[src/rtl/tx_frame_builder.sv]
`default_nettype none
// ============================================================================
// Module   : tx_frame_builder
// Brief    : Builds a word-aligned Ethernet frame (header, padded payload,
//            CRC-32 FCS) for a downstream word sink, then issues the send
//            command and waits for the transmit-complete handshake.
// Revision : 1.0 - initial release
// ============================================================================
module tx_frame_builder #(
  parameter int MIN_PAY_WORDS = 12,
  parameter int MAX_PAY_WORDS = 375
) (
  input  logic        clk_100_mhz,
  input  logic        rst_n,
  input  logic        start,
  input  logic [47:0] dst_mac,
  input  logic [47:0] src_mac,
  input  logic [15:0] eth_type,
  input  logic [8:0]  pay_words,
  input  logic [31:0] pay_data,
  input  logic        pay_valid,
  output logic        pay_ready,
  input  logic        ready_to_write,
  input  logic        ready_to_send,
  output logic [31:0] data_out,
  output logic        valid_out,
  output logic        last_out,
  output logic        send,
  output logic        busy,
  output logic        frame_done
);

  typedef enum logic [2:0] {
    IDLE      = 3'd0,
    WAIT_WR   = 3'd1,
    HDR       = 3'd2,
    PAY       = 3'd3,
    FCS       = 3'd4,
    LAST      = 3'd5,
    SEND      = 3'd6,
    WAIT_DONE = 3'd7
  } state_t;

  localparam logic [8:0]  C_MIN_WORDS = 9'(MIN_PAY_WORDS);
  localparam logic [8:0]  C_MAX_WORDS = 9'(MAX_PAY_WORDS);
  localparam logic [31:0] C_CRC_POLY  = 32'hEDB88320;

  state_t      r_state, w_state_nxt;
  logic [47:0] r_dst, r_src;
  logic [15:0] r_type;
  logic [8:0]  r_n_clamp, r_neff, r_k, w_k_nxt;
  logic [1:0]  r_cnt, w_cnt_nxt;
  logic [15:0] r_prev_lo, w_prev_nxt;
  logic [31:0] r_crc, w_crc_nxt, w_fcs_raw;
  logic        r_seen_low, w_seen_nxt;
  logic [8:0]  w_n_clamp_in, w_neff_in;
  logic        w_capture, w_emit, w_take;
  logic [31:0] w_word, w_pk, w_data_nxt;
  logic        w_valid_nxt, w_last_nxt, w_send_nxt, w_done_nxt, w_pay_ready_nxt;

  // Reflected CRC-32 over one word, byte [31:24] first, each byte LSB first.
  function automatic logic [31:0] crc32_word(input logic [31:0] crc_in,
                                             input logic [31:0] word);
    logic [31:0] c;
    c = crc_in;
    for (int b = 3; b >= 0; b--) begin
      c = c ^ {24'h0, word[b*8 +: 8]};
      for (int i = 0; i < 8; i++) begin
        c = c[0] ? ((c >> 1) ^ C_CRC_POLY) : (c >> 1);
      end
    end
    return c;
  endfunction

  assign w_n_clamp_in = (pay_words > C_MAX_WORDS) ? C_MAX_WORDS : pay_words;
  assign w_neff_in    = (w_n_clamp_in < C_MIN_WORDS) ? C_MIN_WORDS : w_n_clamp_in;
  assign w_fcs_raw    = ~r_crc;

  // State register.
  always_ff @(posedge clk_100_mhz or negedge rst_n) begin
    if (!rst_n) r_state <= IDLE;
    else        r_state <= w_state_nxt;
  end

  // Next-state, datapath next values and next output values.
  always_comb begin
    w_state_nxt = r_state;
    w_cnt_nxt   = r_cnt;
    w_k_nxt     = r_k;
    w_prev_nxt  = r_prev_lo;
    w_crc_nxt   = r_crc;
    w_seen_nxt  = r_seen_low;
    w_capture   = 1'b0;
    w_emit      = 1'b0;
    w_take      = 1'b0;
    w_word      = 32'h0;
    w_pk        = 32'h0;
    w_data_nxt  = 32'h0;
    w_valid_nxt = 1'b0;
    w_last_nxt  = 1'b0;
    w_send_nxt  = 1'b0;
    w_done_nxt  = 1'b0;
    case (r_state)
      IDLE: begin
        if (start) begin
          w_capture   = 1'b1;
          w_cnt_nxt   = 2'd0;
          w_k_nxt     = 9'd0;
          w_crc_nxt   = 32'hFFFFFFFF;
          w_state_nxt = WAIT_WR;
        end
      end
      WAIT_WR: begin
        // Require three consecutive ready samples before the header starts.
        if (!ready_to_write) begin
          w_cnt_nxt = 2'd0;
        end else if (r_cnt == 2'd2) begin
          w_cnt_nxt   = 2'd0;
          w_state_nxt = HDR;
        end else begin
          w_cnt_nxt = r_cnt + 2'd1;
        end
      end
      HDR: begin
        w_emit = 1'b1;
        case (r_cnt)
          2'd0:    w_word = r_dst[47:16];
          2'd1:    w_word = {r_dst[15:0], r_src[47:32]};
          default: w_word = r_src[31:0];
        endcase
        if (r_cnt == 2'd2) begin
          w_cnt_nxt   = 2'd0;
          w_k_nxt     = 9'd0;
          w_state_nxt = PAY;
        end else begin
          w_cnt_nxt = r_cnt + 2'd1;
        end
      end
      PAY: begin
        // Real words wait for the handshake; pad words are taken at once.
        if (r_k < r_n_clamp) begin
          w_take = pay_valid & pay_ready;
          w_pk   = pay_data;
        end else begin
          w_take = 1'b1;
        end
        if (w_take) begin
          w_emit     = 1'b1;
          w_word     = {(r_k == 9'd0) ? r_type : r_prev_lo, w_pk[31:16]};
          w_prev_nxt = w_pk[15:0];
          w_k_nxt    = r_k + 9'd1;
          if (r_k == r_neff - 9'd1) w_state_nxt = FCS;
        end
      end
      FCS: begin
        w_data_nxt  = {w_fcs_raw[7:0], w_fcs_raw[15:8], w_fcs_raw[23:16], w_fcs_raw[31:24]};
        w_valid_nxt = 1'b1;
        w_state_nxt = LAST;
      end
      LAST: begin
        w_last_nxt  = 1'b1;
        w_state_nxt = SEND;
      end
      SEND: begin
        if (ready_to_send) begin
          w_send_nxt  = 1'b1;
          w_seen_nxt  = 1'b0;
          w_state_nxt = WAIT_DONE;
        end
      end
      default: begin
        // Transmit finished once the sink drops ready and raises it again.
        if (!ready_to_write) begin
          w_seen_nxt = 1'b1;
        end else if (r_seen_low) begin
          w_seen_nxt  = 1'b0;
          w_done_nxt  = 1'b1;
          w_state_nxt = IDLE;
        end
      end
    endcase
    if (w_emit) begin
      w_data_nxt  = w_word;
      w_valid_nxt = 1'b1;
      w_crc_nxt   = crc32_word(r_crc, w_word);
    end
    w_pay_ready_nxt = (w_state_nxt == PAY) && (w_k_nxt < r_n_clamp);
  end

  // Captured fields, counters, CRC and registered outputs.
  always_ff @(posedge clk_100_mhz or negedge rst_n) begin
    if (!rst_n) begin
      r_dst      <= 48'h0;
      r_src      <= 48'h0;
      r_type     <= 16'h0;
      r_n_clamp  <= 9'd0;
      r_neff     <= 9'd0;
      r_k        <= 9'd0;
      r_cnt      <= 2'd0;
      r_prev_lo  <= 16'h0;
      r_crc      <= 32'h0;
      r_seen_low <= 1'b0;
      pay_ready  <= 1'b0;
      data_out   <= 32'h0;
      valid_out  <= 1'b0;
      last_out   <= 1'b0;
      send       <= 1'b0;
      busy       <= 1'b0;
      frame_done <= 1'b0;
    end else begin
      if (w_capture) begin
        r_dst     <= dst_mac;
        r_src     <= src_mac;
        r_type    <= eth_type;
        r_n_clamp <= w_n_clamp_in;
        r_neff    <= w_neff_in;
      end
      r_k        <= w_k_nxt;
      r_cnt      <= w_cnt_nxt;
      r_prev_lo  <= w_prev_nxt;
      r_crc      <= w_crc_nxt;
      r_seen_low <= w_seen_nxt;
      pay_ready  <= w_pay_ready_nxt;
      data_out   <= w_data_nxt;
      valid_out  <= w_valid_nxt;
      last_out   <= w_last_nxt;
      send       <= w_send_nxt;
      busy       <= (w_state_nxt != IDLE);
      frame_done <= w_done_nxt;
    end
  end

endmodule
`default_nettype wire

[config.mk]
export PLATFORM = sky130hd
export DESIGN_NAME = tx_frame_builder
export DESIGN_NICKNAME = d
export VERILOG_FILES = /design/src/rtl/tx_frame_builder.sv
export SDC_FILE = /design/constraint.sdc
export NUM_CORES = 1
export LEC_CHECK = 0
export CORE_MARGIN = 2
export CORE_UTILIZATION = 25
export DETAILED_ROUTE_END_ITERATION = 16
export GPL_ROUTABILITY_DRIVEN = 0
export PLACE_DENSITY = 0.52
export SLEW_MARGIN = 20
export SYNTH_ARGS = -nofsm -noshare
export SYNTH_HDL_FRONTEND = slang
export SYNTH_SLANG_ARGS = --single-unit
[constraint.sdc]
create_clock -name clk_100_mhz -period 11.2 [get_ports clk_100_mhz]
set_input_delay 2.24 -clock clk_100_mhz [delete_from_list [all_inputs] [get_ports clk_100_mhz]]
set_output_delay 2.24 -clock clk_100_mhz [all_outputs]
set_load 0.02 [all_outputs]
==> metrics.txt <==
# TYPE chip_impl_metric gauge
chip_impl_info{name="synth.top_cells.by_area",value="dfrtp_1 40%, nand2_1 11%, xnor3_1 7.7%, xnor2_1 6.6%, xor3_1 2.9%"} 1
chip_impl_info{name="setup.worst_path.end_class",value="flip-flop"} 1
chip_impl_metric{name="wl_met1",unit="mm"} 21.51
chip_impl_metric{name="critical_path_required",unit="ps"} 11670
chip_impl_metric{name="post_syn_area_per_cell",unit="um^2"} 9.922
chip_impl_metric{name="cts_hold_buffers",unit=""} 0
chip_impl_metric{name="yosysSeqAreaShare",unit=""} 0.3952
chip_impl_metric{name="avgViaCountPerCell",unit=""} 4.670
chip_impl_metric{name="period_needed",unit="ps"} 6926
chip_impl_metric{name="data_arrival_critical_path",unit="ps"} 7400
chip_impl_metric{name="area.growth.synth_to_final",unit="%"} 25.03
chip_impl_info{name="whs_endpoint",value="r_src[28]$_DFFE_PN0P_"} 1
chip_impl_metric{name="syn-num-nets",unit=""} 1646
chip_impl_metric{name="globalRoute.totalOverflow",unit=""} 0
chip_impl_metric{name="port_buffers",unit=""} 196
chip_impl_metric{name="final_net_count",unit=""} 1805
chip_impl_metric{name="totalWireLength",unit="mm"} 47.11
chip_impl_metric{name="start_util",unit=""} 0.2525
chip_impl_metric{name="floorplan_core_area",unit="mm^2"} 0.05770
chip_impl_metric{name="max_stage_delay",unit="ps"} 700
chip_impl_metric{name="die_w",unit="um"} 245.4
chip_impl_info{name="top_signal_layer_used",value="met5"} 1
chip_impl_metric{name="synthesis.area",unit="mm^2"} 0.01457
chip_impl_metric{name="finalCritPeriodShare",unit=""} 0.6184
chip_impl_info{name="rr_endpoint",value="r_crc[5]$_DFFE_PN0P_"} 1
chip_impl_metric{name="clock_path_buffers",unit=""} 3
chip_impl_metric{name="antenna_cells_inserted",unit=""} 0
chip_impl_metric{name="netlist_instances",unit=""} 1468
chip_impl_metric{name="yosys_warnings",unit=""} 0
chip_impl_metric{name="drt_first_iter_violations",unit=""} 835
chip_impl_info{name="yosys_most_used_dff",value="dfrtp_1"} 1
chip_impl_info{name="startpoint_type",value="primary input"} 1
chip_impl_info{name="launch_point_of_the_worst_hold_path",value="r_src[28]$_DFFE_PN0P_"} 1
chip_impl_metric{name="ff2ff_setup_slack",unit="ps"} 5170
chip_impl_info{name="yosys.area.top_type",value="dfrtp_1"} 1
chip_impl_metric{name="wl_met2",unit="mm"} 20.97
chip_impl_metric{name="cts_made_buffers",unit=""} 27
chip_impl_metric{name="synth_async_sr_flop_share",unit=""} 1.000
chip_impl_metric{name="routed-wl-met3",unit="mm"} 3.023
chip_impl_metric{name="maximum_number_of_pins_on_one_net_before_global_route_repair",unit=""} 95
chip_impl_info{name="cts_root_buf",value="clkbuf_16"} 1
chip_impl_metric{name="ys_ff_latch",unit=""} 230
chip_impl_metric{name="routedWlPerCell",unit="um"} 19.53
chip_impl_metric{name="fmaxAchievable",unit="GHz"} 0.1444
chip_impl_metric{name="detailroute.via_count",unit=""} 11260
chip_impl_metric{name="die_span_in_y",unit="um"} 245.4
chip_impl_metric{name="drc",unit=""} 0
chip_impl_metric{name="post_detailed_placement_half_perimeter_wirelength",unit="mm"} 35.77
chip_impl_metric{name="drive_above_1_share",unit=""} 0.08440
chip_impl_metric{name="synth_largest_type_area_fraction",unit=""} 0.3952
chip_impl_metric{name="hold_violations",unit=""} 0
chip_impl_info{name="synth_top_cells_by_count",value="416 x nand2_1, 230 x dfrtp_1, 110 x xnor2_1, 52 x a21oi_1"} 1
chip_impl_info{name="run_status",value="complete, no violations"} 1
chip_impl_metric{name="cp_max_fo",unit=""} 23
chip_impl_metric{name="synth_enable_flop_cells",unit=""} 0
chip_impl_metric{name="dpl-instance-area",unit="mm^2"} 0.01726
chip_impl_metric{name="fin_area",unit="mm^2"} 0.01821
chip_impl_metric{name="worstSkewPairLatency",unit="ps"} 550
chip_impl_metric{name="timing_max_transition_violations_final",unit=""} 0
chip_impl_info{name="worstReg2RegStart",value="r_k[6]$_DFF_PN0_"} 1
chip_impl_metric{name="setup_viol",unit=""} 0
chip_impl_info{name="critPathSlowestCell",value="xnor3_1"} 1
chip_impl_metric{name="firstDrtPassIters",unit=""} 5
chip_impl_metric{name="drt.antenna.violating_nets",unit=""} 0
chip_impl_metric{name="postCtsSetupBuffers",unit=""} 0
chip_impl_metric{name="floorplan.die_area",unit="mm^2"} 0.06021
chip_impl_metric{name="design.portCount",unit=""} 197
chip_impl_metric{name="reg2regPathDepth",unit=""} 14
chip_impl_metric{name="timing.hold.worst_path_depth",unit=""} 2
chip_impl_metric{name="number_of_resized_instances_in_the_post_cts_repair_step",unit=""} 0
chip_impl_info{name="tritoncts_clock_tree",value="yes"} 1
chip_impl_metric{name="synth.distinct_cells",unit=""} 80
chip_impl_info{name="holdCritPathClass",value="reg -> reg"} 1
chip_impl_info{name="crit_path_cell_trace",value="clkdlybuf4s50_1 -> a21oi_2 -> buf_4 -> and2_4 -> o311ai_4 -> xnor3_1 -> xor3_1 -> xnor3_1 -> xnor3_4 -> xor2_4 -> xor3_1 -> a21oi_1"} 1
chip_impl_metric{name="antenna_found_initial",unit=""} 7
chip_impl_metric{name="clkSlewWorstSetupHoldPaths",unit="ps"} 60
chip_impl_metric{name="timing.setup.tns",unit="ps"} 0
chip_impl_metric{name="cts_num_sinks",unit=""} 230
chip_impl_metric{name="h-tree-depth",unit=""} 1
chip_impl_metric{name="first_global_vias",unit=""} 11270
chip_impl_metric{name="grt_use_total",unit=""} 0.1562
chip_impl_metric{name="global_route_wire_length_before_repair",unit="mm"} 71.68
chip_impl_info{name="synthMostInstantiatedCell",value="nand2_1"} 1
chip_impl_info{name="path_class",value="in -> reg"} 1
chip_impl_metric{name="finalClockSkew",unit="ps"} 11.64
chip_impl_info{name="grt_setup_unrepaired",value="false"} 1
chip_impl_metric{name="number_of_maximum_capacitance_violations",unit=""} 0
chip_impl_metric{name="number_of_core_rows",unit=""} 88
chip_impl_metric{name="worst_pin_slew",unit="ps"} 1040
chip_impl_metric{name="maxSlewHeadroom",unit=""} 0.3039
## layout make-up
cell class                      count  area, um^2
Inverter                           20       75.07
Tap cell                          765       957.2
Timing Repair Buffer              211        2079
Multi-Input combinational cell   1137        8389
Clock buffer                       33       738.2
Fill cell                        5970       39480
Sequential cell                   230        5757
Clock inverter                     16       215.2
## layer usage
metal,up-vias,track usage
met5,-,0
met4,14,0.05241
met3,78,0.03067
met2,355,0.2406
met1,5454,0.2185
li1,5362,-
## cell families (layout without fill, tap and decap cells)
kind of cell               after synthesis  after routing  share of synthesized area
AOI/OAI and AO/OA                      251            251                     0.1246
xor gates and xnor gates               229            229                     0.2188
adders and majority gates               19             19                    0.01632
buffers and inverters                  101            280                    0.02981
DFF                                    230            230                     0.3952
muxes                                   63             63                    0.04630
and+or+nand+nor                        575            575                     0.1690
## flip-flops by register name (all words and copies together) (netlist names), 2 cells and up
signal     flops
r_crc         32
r_prev_lo     16
r_type        16
r_neff         8
r_cnt          2
r_n_clamp      9
r_k            9
r_dst         48
r_state        3
data_out      32
r_src         48
## worst max-delay path by stage
stage	startpoint	end	slack, ps	cells past startpoint
finish	pay_valid	r_crc[5]$_DFFE_PN0P_	4270	12
global route	pay_valid	r_crc[5]$_DFFE_PN0P_	4110	12
CTS	pay_valid	r_crc[5]$_DFFE_PN0P_	4310	12
detailed placement	pay_valid	r_crc[5]$_DFFE_PN0P_	3750	12
global placement	pay_valid	r_crc[5]$_DFFE_PN0P_	3800	12
floorplan	pay_valid	r_crc[5]$_DFFE_PN0P_	5160	13
## through the flow
step,util,hold WS (ps),setup slack (ps),instances
global route,0.3156,490.9,4111,2412
floorplan,-,436.9,5159,1468
global placement,0.2991,449.7,3804,2363
CTS,0.3156,468.0,4313,2412
detailed placement,0.2991,453.6,3755,2363
finish,0.3156,463.6,4274,2412
## worst max-delay path: cells and delay by family
kind	cells	cell delay, ps
buf+inv	2	740
simple gates	1	260
compound gates	3	780
xor+xnor	6	3340
## cell usage in the layout (no fill, tap or decap), types with 20 or more instances in the layout
cell type        netlist  layout
nand2_1              416     416
dfrtp_1              230     229
clkdlybuf4s50_1        0     195
xnor2_1              110     110
a21oi_1               52      51
xnor3_1               50      50
o21ai_0               47      47
nor2_1                44      43
mux2i_1               39      39
xor2_1                32      32
nor3_1                28      28
clkbuf_16              0      27
o211ai_1              24      24
mux2_2                22      22
inv_1                 20      20
nand2b_1              20      20
Power is not shown: default switching activity piles up to over one toggle a cycle in this logic, so the estimate is an artifact.
